[src/rtl/hazard_pkg.sv]
// Shared encodings for the DataCycle pipeline hazard controller:
// FSM states, MP0 program-counter select codes and the hard-wired zero register.
package hazard_pkg;

  typedef enum logic [1:0] {
    ST_RUN      = 2'd0,
    ST_MEMWAIT  = 2'd1,
    ST_BRSHADOW = 2'd2
  } state_t;

  localparam logic [1:0] PCSEL_PC4 = 2'd0;
  localparam logic [1:0] PCSEL_REG = 2'd1;
  localparam logic [1:0] PCSEL_IMM = 2'd2;

  localparam logic [4:0] REG_ZERO = 5'd0;

endpackage

[src/rtl/hazard_sat_counter.sv]
// Saturating up-counter with enable.
// The count sticks at all-ones instead of wrapping to zero.
module sat_counter #(
  parameter int W = 16
) (
  input  logic         i_clk,
  input  logic         i_rst_n,
  input  logic         i_en,
  output logic [W-1:0] o_count
);

  logic [W-1:0] r_count;

  always_ff @(posedge i_clk or negedge i_rst_n) begin
    if (!i_rst_n) begin
      r_count <= '0;
    end else if (i_en && (r_count != {W{1'b1}})) begin
      r_count <= r_count + W'(1);
    end
  end

  assign o_count = r_count;

endmodule

[src/rtl/hazard_ctrl.sv]
// Pipeline sequencer for the 5-stage DataCycle datapath: memory-wait freeze,
// branch-redirect flushes with a fetch shadow, and load-use stalls.
module hazard_ctrl
  import hazard_pkg::*;
#(
  parameter int BR_SHADOW   = 1,
  parameter int MEM_TIMEOUT = 255,
  parameter int CNT_W       = 16
) (
  input  logic             clk,
  input  logic             rst,
  input  logic [4:0]       id_rx_idx,
  input  logic [4:0]       id_ry_idx,
  input  logic             id_uses_rx,
  input  logic             id_uses_ry,
  input  logic [4:0]       ex_rz_idx,
  input  logic             ex_memread,
  input  logic             ex_rin,
  input  logic [1:0]       mem_pc_sel,
  input  logic             mem_req,
  input  logic             mem_ack,
  output logic             stall_pc,
  output logic             stall_ifid,
  output logic             flush_ifid,
  output logic             stall_idex,
  output logic             flush_idex,
  output logic             stall_exmem,
  output logic             flush_exmem,
  output logic             flush_memwb,
  output logic [1:0]       state_o,
  output logic             err_timeout,
  output logic [CNT_W-1:0] stall_cycles
);

  localparam logic [15:0] LP_TIMEOUT    = 16'(MEM_TIMEOUT);
  localparam logic [2:0]  LP_SHADOW     = 3'(BR_SHADOW);
  localparam bit          LP_HAS_SHADOW = (BR_SHADOW > 0);

  state_t      r_state;
  logic [15:0] r_wait_cnt;
  logic [2:0]  r_sh_cnt;
  logic        r_err_timeout;

  logic w_in_wait;
  logic w_in_shadow;
  logic w_freeze;
  logic w_timeout;
  logic w_redirect;
  logic w_rx_hit;
  logic w_ry_hit;
  logic w_load_use;

  assign w_in_wait   = (r_state == ST_MEMWAIT);
  assign w_in_shadow = (r_state == ST_BRSHADOW);

  // Once waiting, only the ack (or the timeout) ends the freeze.
  assign w_timeout = w_in_wait && !mem_ack && (r_wait_cnt == LP_TIMEOUT);
  assign w_freeze  = w_in_wait ? (!mem_ack && !w_timeout) : (mem_req && !mem_ack);

  assign w_redirect = !w_freeze && (mem_pc_sel != PCSEL_PC4);

  assign w_rx_hit = id_uses_rx && (id_rx_idx == ex_rz_idx);
  assign w_ry_hit = id_uses_ry && (id_ry_idx == ex_rz_idx);

  // ID is wrong-path during a redirect and a bubble during the shadow.
  assign w_load_use = !w_freeze && !w_redirect && !w_in_shadow &&
                      ex_memread && ex_rin && (ex_rz_idx != REG_ZERO) &&
                      (w_rx_hit || w_ry_hit);

  always_comb begin
    stall_pc    = 1'b0;
    stall_ifid  = 1'b0;
    flush_ifid  = 1'b0;
    stall_idex  = 1'b0;
    flush_idex  = 1'b0;
    stall_exmem = 1'b0;
    flush_exmem = 1'b0;
    flush_memwb = 1'b0;
    if (rst) begin
      stall_pc    = w_freeze || w_load_use;
      stall_ifid  = w_freeze || w_load_use;
      flush_ifid  = w_redirect || (w_in_shadow && !w_freeze);
      stall_idex  = w_freeze;
      flush_idex  = w_redirect || w_load_use;
      stall_exmem = w_freeze;
      flush_exmem = w_redirect;
      flush_memwb = w_freeze;
    end
  end

  always_ff @(posedge clk or negedge rst) begin
    if (!rst) begin
      r_state       <= ST_RUN;
      r_wait_cnt    <= 16'd0;
      r_sh_cnt      <= 3'd0;
      r_err_timeout <= 1'b0;
    end else begin
      if (w_timeout) begin
        r_err_timeout <= 1'b1;
      end
      if (w_freeze) begin
        r_state    <= ST_MEMWAIT;
        r_wait_cnt <= w_in_wait ? (r_wait_cnt + 16'd1) : 16'd1;
        r_sh_cnt   <= 3'd0;
      end else if (w_redirect) begin
        r_state    <= LP_HAS_SHADOW ? ST_BRSHADOW : ST_RUN;
        r_wait_cnt <= 16'd0;
        r_sh_cnt   <= LP_SHADOW;
      end else if (w_in_shadow && (r_sh_cnt > 3'd1)) begin
        r_state    <= ST_BRSHADOW;
        r_wait_cnt <= 16'd0;
        r_sh_cnt   <= r_sh_cnt - 3'd1;
      end else begin
        r_state    <= ST_RUN;
        r_wait_cnt <= 16'd0;
        r_sh_cnt   <= 3'd0;
      end
    end
  end

  assign state_o     = r_state;
  assign err_timeout = r_err_timeout;

  sat_counter #(
    .W (CNT_W)
  ) u_stall_cnt (
    .i_clk   (clk),
    .i_rst_n (rst),
    .i_en    (stall_pc),
    .o_count (stall_cycles)
  );

endmodule

[config.mk]
export PLATFORM = sky130hd
export DESIGN_NAME = hazard_ctrl
export DESIGN_NICKNAME = d
export VERILOG_FILES = /design/src/rtl/hazard_pkg.sv /design/src/rtl/hazard_sat_counter.sv /design/src/rtl/hazard_ctrl.sv
export SDC_FILE = /design/constraint.sdc
export NUM_CORES = 1
export LEC_CHECK = 0
export ABC_AREA = 1
export CORE_ASPECT_RATIO = 1.75
export CORE_MARGIN = 1.5
export CORE_UTILIZATION = 50
export DETAILED_ROUTE_END_ITERATION = 8
export PLACE_DENSITY = 0.82
export SETUP_SLACK_MARGIN = 0.1
export SLEW_MARGIN = 10
export SYNTH_ARGS = -nofsm -noshare
export SYNTH_HDL_FRONTEND = slang
export SYNTH_HIERARCHICAL = 1
export SYNTH_SLANG_ARGS = --single-unit
export TNS_END_PERCENT = 10
[constraint.sdc]
create_clock -name clk -period 3.27 [get_ports clk]
set_input_delay 0.654 -clock clk [delete_from_list [all_inputs] [get_ports clk]]
set_output_delay 0.654 -clock clk [all_outputs]
set_load 0.02 [all_outputs]
==> flow_summary.json, run 1 <==
{
  "cts_buffers": 5,
  "firstDrtPassIters": 6,
  "outcome": "finished clean",
  "clk_pin_slew_ps": 80,
  "setup.worst_path.start": "mem_req",
  "start_util_pct": 51.2,
  "vias_per_cell": 5.27,
  "r2r_slack_ps": 1000,
  "comb_power_share_pct": 24.8,
  "synth_seq_cells": 38,
  "clk_latency_ps": 290,
  "pwr_density_cell_nw_per_um2": 400,
  "worst_slack_ps": 167,
  "nNetsFinal": 444,
  "ys_types": 27,
  "hpwl_um": 4640,
  "grt_pass1_wl_um": 10500,
  "drt_iter0_drc": 51,
  "power.internal_mw": 0.870,
  "finalSetupViolCount": 0,
  "vdd_drop_max_uv": 306,
  "end_kind": "primary output",
  "grt_start_max_net_pins": 34,
  "rr_endpoint": "u_stall_cnt/o_count[9]$_DFFE_PN0P_",
  "pin_count": 52,
  "arrival_ps": 2450,
  "sequentialPowerShare_pct": 43.9,
  "antenna_cells": 0,
  "switching_power_mw": 0.400,
  "drtAntennaViolNets": 0,
  "grt.total_usage_pct": 23.5,
  "antenna_found_initial": 0,
  "fp.dieW_um": 56.7,
  "worst_hold_path_type": "primary input to async pin",
  "rows": 34,
  "place_ws_ps": 161,
  "cp-endpoint": "flush_idex",
  "holdWs_ps": 207,
  "fin_crit_sh_pct": 94.9,
  "cts_tree": "done",
  "vias": 2475,
  "fin_setup_tns_ps": 0,
  "drc_errors": 0,
  "synth_edf_count": 0,
  "grt_pass1_vias": 2537,
  "seq_area_frac_synth_pct": 37.6,
  "syn_nets": 390,
  "pwr-share-clk_pct": 31.3,
  "maxCapViolCount": 0,
  "drt-total-wl_um": 6020,
  "synthArstFlopShare_pct": 100,
  "cts_sinks": 38,
  "critPathKind": "primary input to primary output",
  "fin_skew_ps": 5.77,
  "synth_area_um2": 2530,
  "finalMaxSlewViolations": 0,
  "clock_path_buffers": 2,
  "switching_share_pct": 31.5,
  "synth_warnings": 6,
  "crit_path_start_kind": "primary input",
  "tightestPinTransition_ps": 554,
  "port_buffers": 51,
  "period_needed_ps": 3100,
  "core_area_um2": 4930,
  "dieArea_um2": 5510,
  "overflow": 0,
  "r2r_cells": 11,
  "syn_to_final_growth_pct": 25.4,
  "die_h_um": 97.1,
  "syn_area_per_cell_um2": 7.00,
  "finalHoldViolations": 0,
  "cts_root_buf": "clkbuf_8",
  "p_leak_nw": 1.53,
  "gp_congestion": 0.850,
  "routedWlPerCell_um": 12.8,
  "htree_levels": 2,
  "fmax_mhz": 322,
  "slew_headroom_pct": 63.0,
  "syn_inst": 361,
  "r2r-start": "r_wait_cnt[0]$_DFF_PN0_",
  "synth-main-ff-cell": "dfrtp_1",
  "rsz0062_at_grt": "true",
  "cp_max_fo": 7,
  "cts-hold-fix-buffers": 0,
  "drive_above_1_share_pct": 8.17,
  "worst_ep_required_time_ps": 2620
}
state kept, by name, indices dropped and copies added, names as in the netlist:
signal and count:
err_timeout 1, r_sh_cnt 3, r_wait_cnt 16, state_o 2
u_stall_cnt/o_count 16
synth_stat cells (all sizes together) (2+ instances only):
library cell | instances | area [µm²]
ha | 4 | 50.1
nor2 | 63 | 284
buf | 7 | 63.8
nand2 | 119 | 457
nand3 | 23 | 135
xor2 | 9 | 78.8
inv | 52 | 195
nand4 | 11 | 83.8
xnor2 | 8 | 70.1
o21bai | 2 | 15.0
nor3 | 5 | 25.0
o21ai | 15 | 82.6
dfrtp | 38 | 951
worst max-delay path, stage by stage:
cell	delay, ps
clkdlybuf4s50_1	390
or2_2	310
nand3_2	150
buf_4	170
nand3_2	70
nand2_1	70
clkdlybuf4s50_1	630
cell type report:
| type | count | area [µm²] |
|---|---|---|
| flip-flops and latches | 38 | 951 |
| clock buffers | 5 | 68.8 |
| inverters | 52 | 195 |
| clock inverters | 3 | 40.0 |
| fillers | 463 | 1760 |
| multi-input cells | 264 | 1320 |
| well taps | 54 | 67.6 |
| repair buffers | 54 | 531 |
layer usage:
layer	wire [µm]	vias up	part of all wire, %	GRT usage, %
met5	0	-	0	0
met4	237	0	3.9	12.3
met3	231	22	3.8	3.60
met2	3450	63	57	45.8
met1	2100	1171	35	22.2
li1	-	1219	-	-
cells by family after synthesis:
family          Yosys count  share of synthesized area (%)
flops                    38                           37.6
compound gates           20                           4.75
fa+ha+maj                 4                           1.98
buf+inv                  59                           10.2
simple gates            223                           39.5
xor+xnor                 17                           5.89
cells in the final DEF (no fill, tap or decap), drive strengths merged, types with 2 or more instances in the layout:
cell type,instances
nor3,5
xnor2,8
xor2,9
nand2,119
clkbuf,5
nor2,63
nand4,11
o21ai,15
ha,4
clkdlybuf4s50,49
nand3,23
o21bai,2
buf,4
dfrtp,38
inv,52
clkinv,2
power groups by stage:
stage | clock network [mW] | logic (mW) | registers (mW)
2_1_floorplan | 0 | 0.136 | 0.592
4_1_cts | 0.404 | 0.317 | 0.557
3_3_place_gp | 0 | 0.308 | 0.564
5_1_grt | 0.423 | 0.345 | 0.564
3_5_place_dp | 0 | 0.315 | 0.565
6_report | 0.397 | 0.315 | 0.557
metrics by stage:
| stage | total power [mW] | cells | instance area (µm²) | utilization [%] |
|---|---|---|---|---|
| floorplan | 0.728 | 361 | 2530 | - |
| global placement | 0.872 | 462 | 3060 | 62.0 |
| detailed placement | 0.880 | 462 | 3060 | 62.0 |
| CTS | 1.28 | 470 | 3170 | 64.2 |
| global route | 1.33 | 470 | 3170 | 64.2 |
| finish | 1.27 | 470 | 3170 | 64.2 |
worst min path at each step:
stage	startpoint	to	slack, ps	cells after the start
floorplan	rst	err_timeout$_DFFE_PN0P_	360	0
global placement	err_timeout$_DFFE_PN0P_	err_timeout$_DFFE_PN0P_	440	2
detailed placement	err_timeout$_DFFE_PN0P_	err_timeout$_DFFE_PN0P_	450	2
CTS	rst	u_stall_cnt/o_count[3]$_DFFE_PN0P_	200	1
global route	rst	r_sh_cnt[0]$_DFF_PN0_	200	1
finish	rst	r_sh_cnt[0]$_DFF_PN0_	210	1
timing repair:
item                       in CTS  in global routing
gates resized for setup         0                  1
buffers inserted                0                  0
setup endpoints to repair       0                  4
Note: power is estimated with default switching activity, not from simulation.
==> run 2, diff against run 1 <==
- ABC_CLOCK_PERIOD_IN_PS: default -> 3270
==> results of run 2 <==
No change in the layout: final DEF, timing and power equal those of run 1.
==> RTL change (config.mk and constraints of run 1) <==
Change the parameter `CNT_W` from 16 to 24.
--- a/src/rtl/hazard_ctrl.sv
+++ b/src/rtl/hazard_ctrl.sv
@@ -7,3 +7,3 @@
   parameter int MEM_TIMEOUT = 255,
-  parameter int CNT_W       = 16
+  parameter int CNT_W       = 24
 ) (
Ports: changed (resized stall_cycles); port bits go from 52 to 60. No check against the original RTL was run, so the function may have changed too.
==> RTL change against run 1 <==
- total power grew 7.1%
- routed wire length grew 20%
- sequential cell count grew 8
- synthesized area grew 20%
- combinational power shrank 27%
- final cell count grew 25%
- worst setup slack lost 0.0074 ns
- via count grew 21%
- design area grew 20%
- count of clock-buffer cells in the layout is the same
- clock power grew 27%
- critical endpoint is now stall_pc
==> RTL change: results (changes against run 1) <==
status: "finished, final reports clean"
port_buffers: 59  # +16%
grt_pass1_vias: 2882  # +14%
syn_nets: 477  # +22%
fin_nets: 538  # +21%
seq_area_frac_synth_pct: 38.05  # +0.42 points
drtIter0Drc: 121  # +140%
drive_gt1_share_pct: 5.882  # -2.3 points
crit_fanout: 3  # -4
wl_per_cell_um: 12.27  # -4.2%
irDropWorstVdd_mv: 0.2871  # -6.3%
skew_ns: 0.01296  # +0.007184 ns
gr-usage-all-layers_pct: 23.63  # +0.14 points
grt_pass1_wl_um: 11820  # +13%
gp_congestion: 0.9054  # +6.5%
grt_max_degree: 46  # +35%
slew-limit-headroom_pct: 61.63  # -1.3 points
viasPerCell: 5.095  # -3.2%
dpl_cell_area_mm2: 0.003669  # +20%
clk_latency_ns: 0.31  # +0.02 ns
hpwl_um: 5615  # +21%
dr.pass1.iters: 5  # -1
synth_area_mm2: 0.003025  # +20%
p_sw_share_pct: 25.94  # -5.5 points
p_leak_nw: 1.793  # +17%
## RTL change: cell types whose count changed in the layout (fill, tap and decap cells not counted), sizes merged, moves of 2 or more
cell,run 1,this run
nand3,23,31
dfrtp,38,46
nand4,11,18
inv,52,69
nand2,119,149
nor3,5,7
nor2,63,76
nand3b,1,5
o21ai,15,12
clkdlybuf4s50,49,57
## RTL change: kinds of logic after synthesis
family          count (synthesis)  synth area share (%)
flops                          46                 38.05
fa+ha+maj                       4                 1.654
compound gates                 17                 3.225
xor+xnor                       16                 4.632
buf+inv                        77                 10.63
simple gates                  288                 41.81
## RTL change: per-layer routing
metal,global-route usage [%],part of all wire (%),vias to the layer above
met5,0,0,-
met3,3.285,3.9,25
li1,-,-,1511
met1,23.45,36,1360
met4,12.31,4.0,0
met2,43.83,56,100
## RTL change: cell type report
class,count,area [um2]
clock inverter,3,68.82
multi-input combinational,325,1553
inverter,69,259.0
sequential,46,1151
timing repair buffer,62,610.6
tap,78,97.59
fill,557,2071
clock buffer,5,68.82
## RTL change: metrics by stage
step / instances / hold slack [ns] / util [%]
floorplan: 448 / 0.3584 / -
global placement: 580 / 0.4536 / 62.40
detailed placement: 580 / 0.4619 / 62.40
CTS: 588 / 0.1433 / 64.74
global route: 588 / 0.1393 / 64.78
finish: 588 / 0.1530 / 64.78
## RTL change: worst paths after layout
| path | start | endpoint | slack, ns |
|---|---|---|---|
| setup / recovery | ex_rz_idx[1] | stall_pc | 0.16 |
| hold / removal | rst | r_sh_cnt[0] | 0.15 |
| setup reg to reg | r_wait_cnt[0] | u_stall_cnt/o_count[19] | 0.68 |
| hold reg to reg | err_timeout | err_timeout | 0.48 |
| max in group asynchronous | rst | u_stall_cnt/o_count[11] | 2.34 |
| min in group clk | err_timeout | err_timeout | 0.48 |
## RTL change: power by group through the flow
stage	Clock [mW]	Sequential, mW	Combinational, mW
after floorplan	0	0.654	0.101
after global placement	0	0.634	0.230
after detailed placement	0	0.635	0.233
after CTS	0.518	0.624	0.234
after global routing	0.542	0.628	0.257
final	0.505	0.624	0.231
## RTL change: what timing repair did
item | CTS | global route
setup endpoints to repair | 0 | 4
resized for setup | 0 | 1
hold buffers | 0 | 0
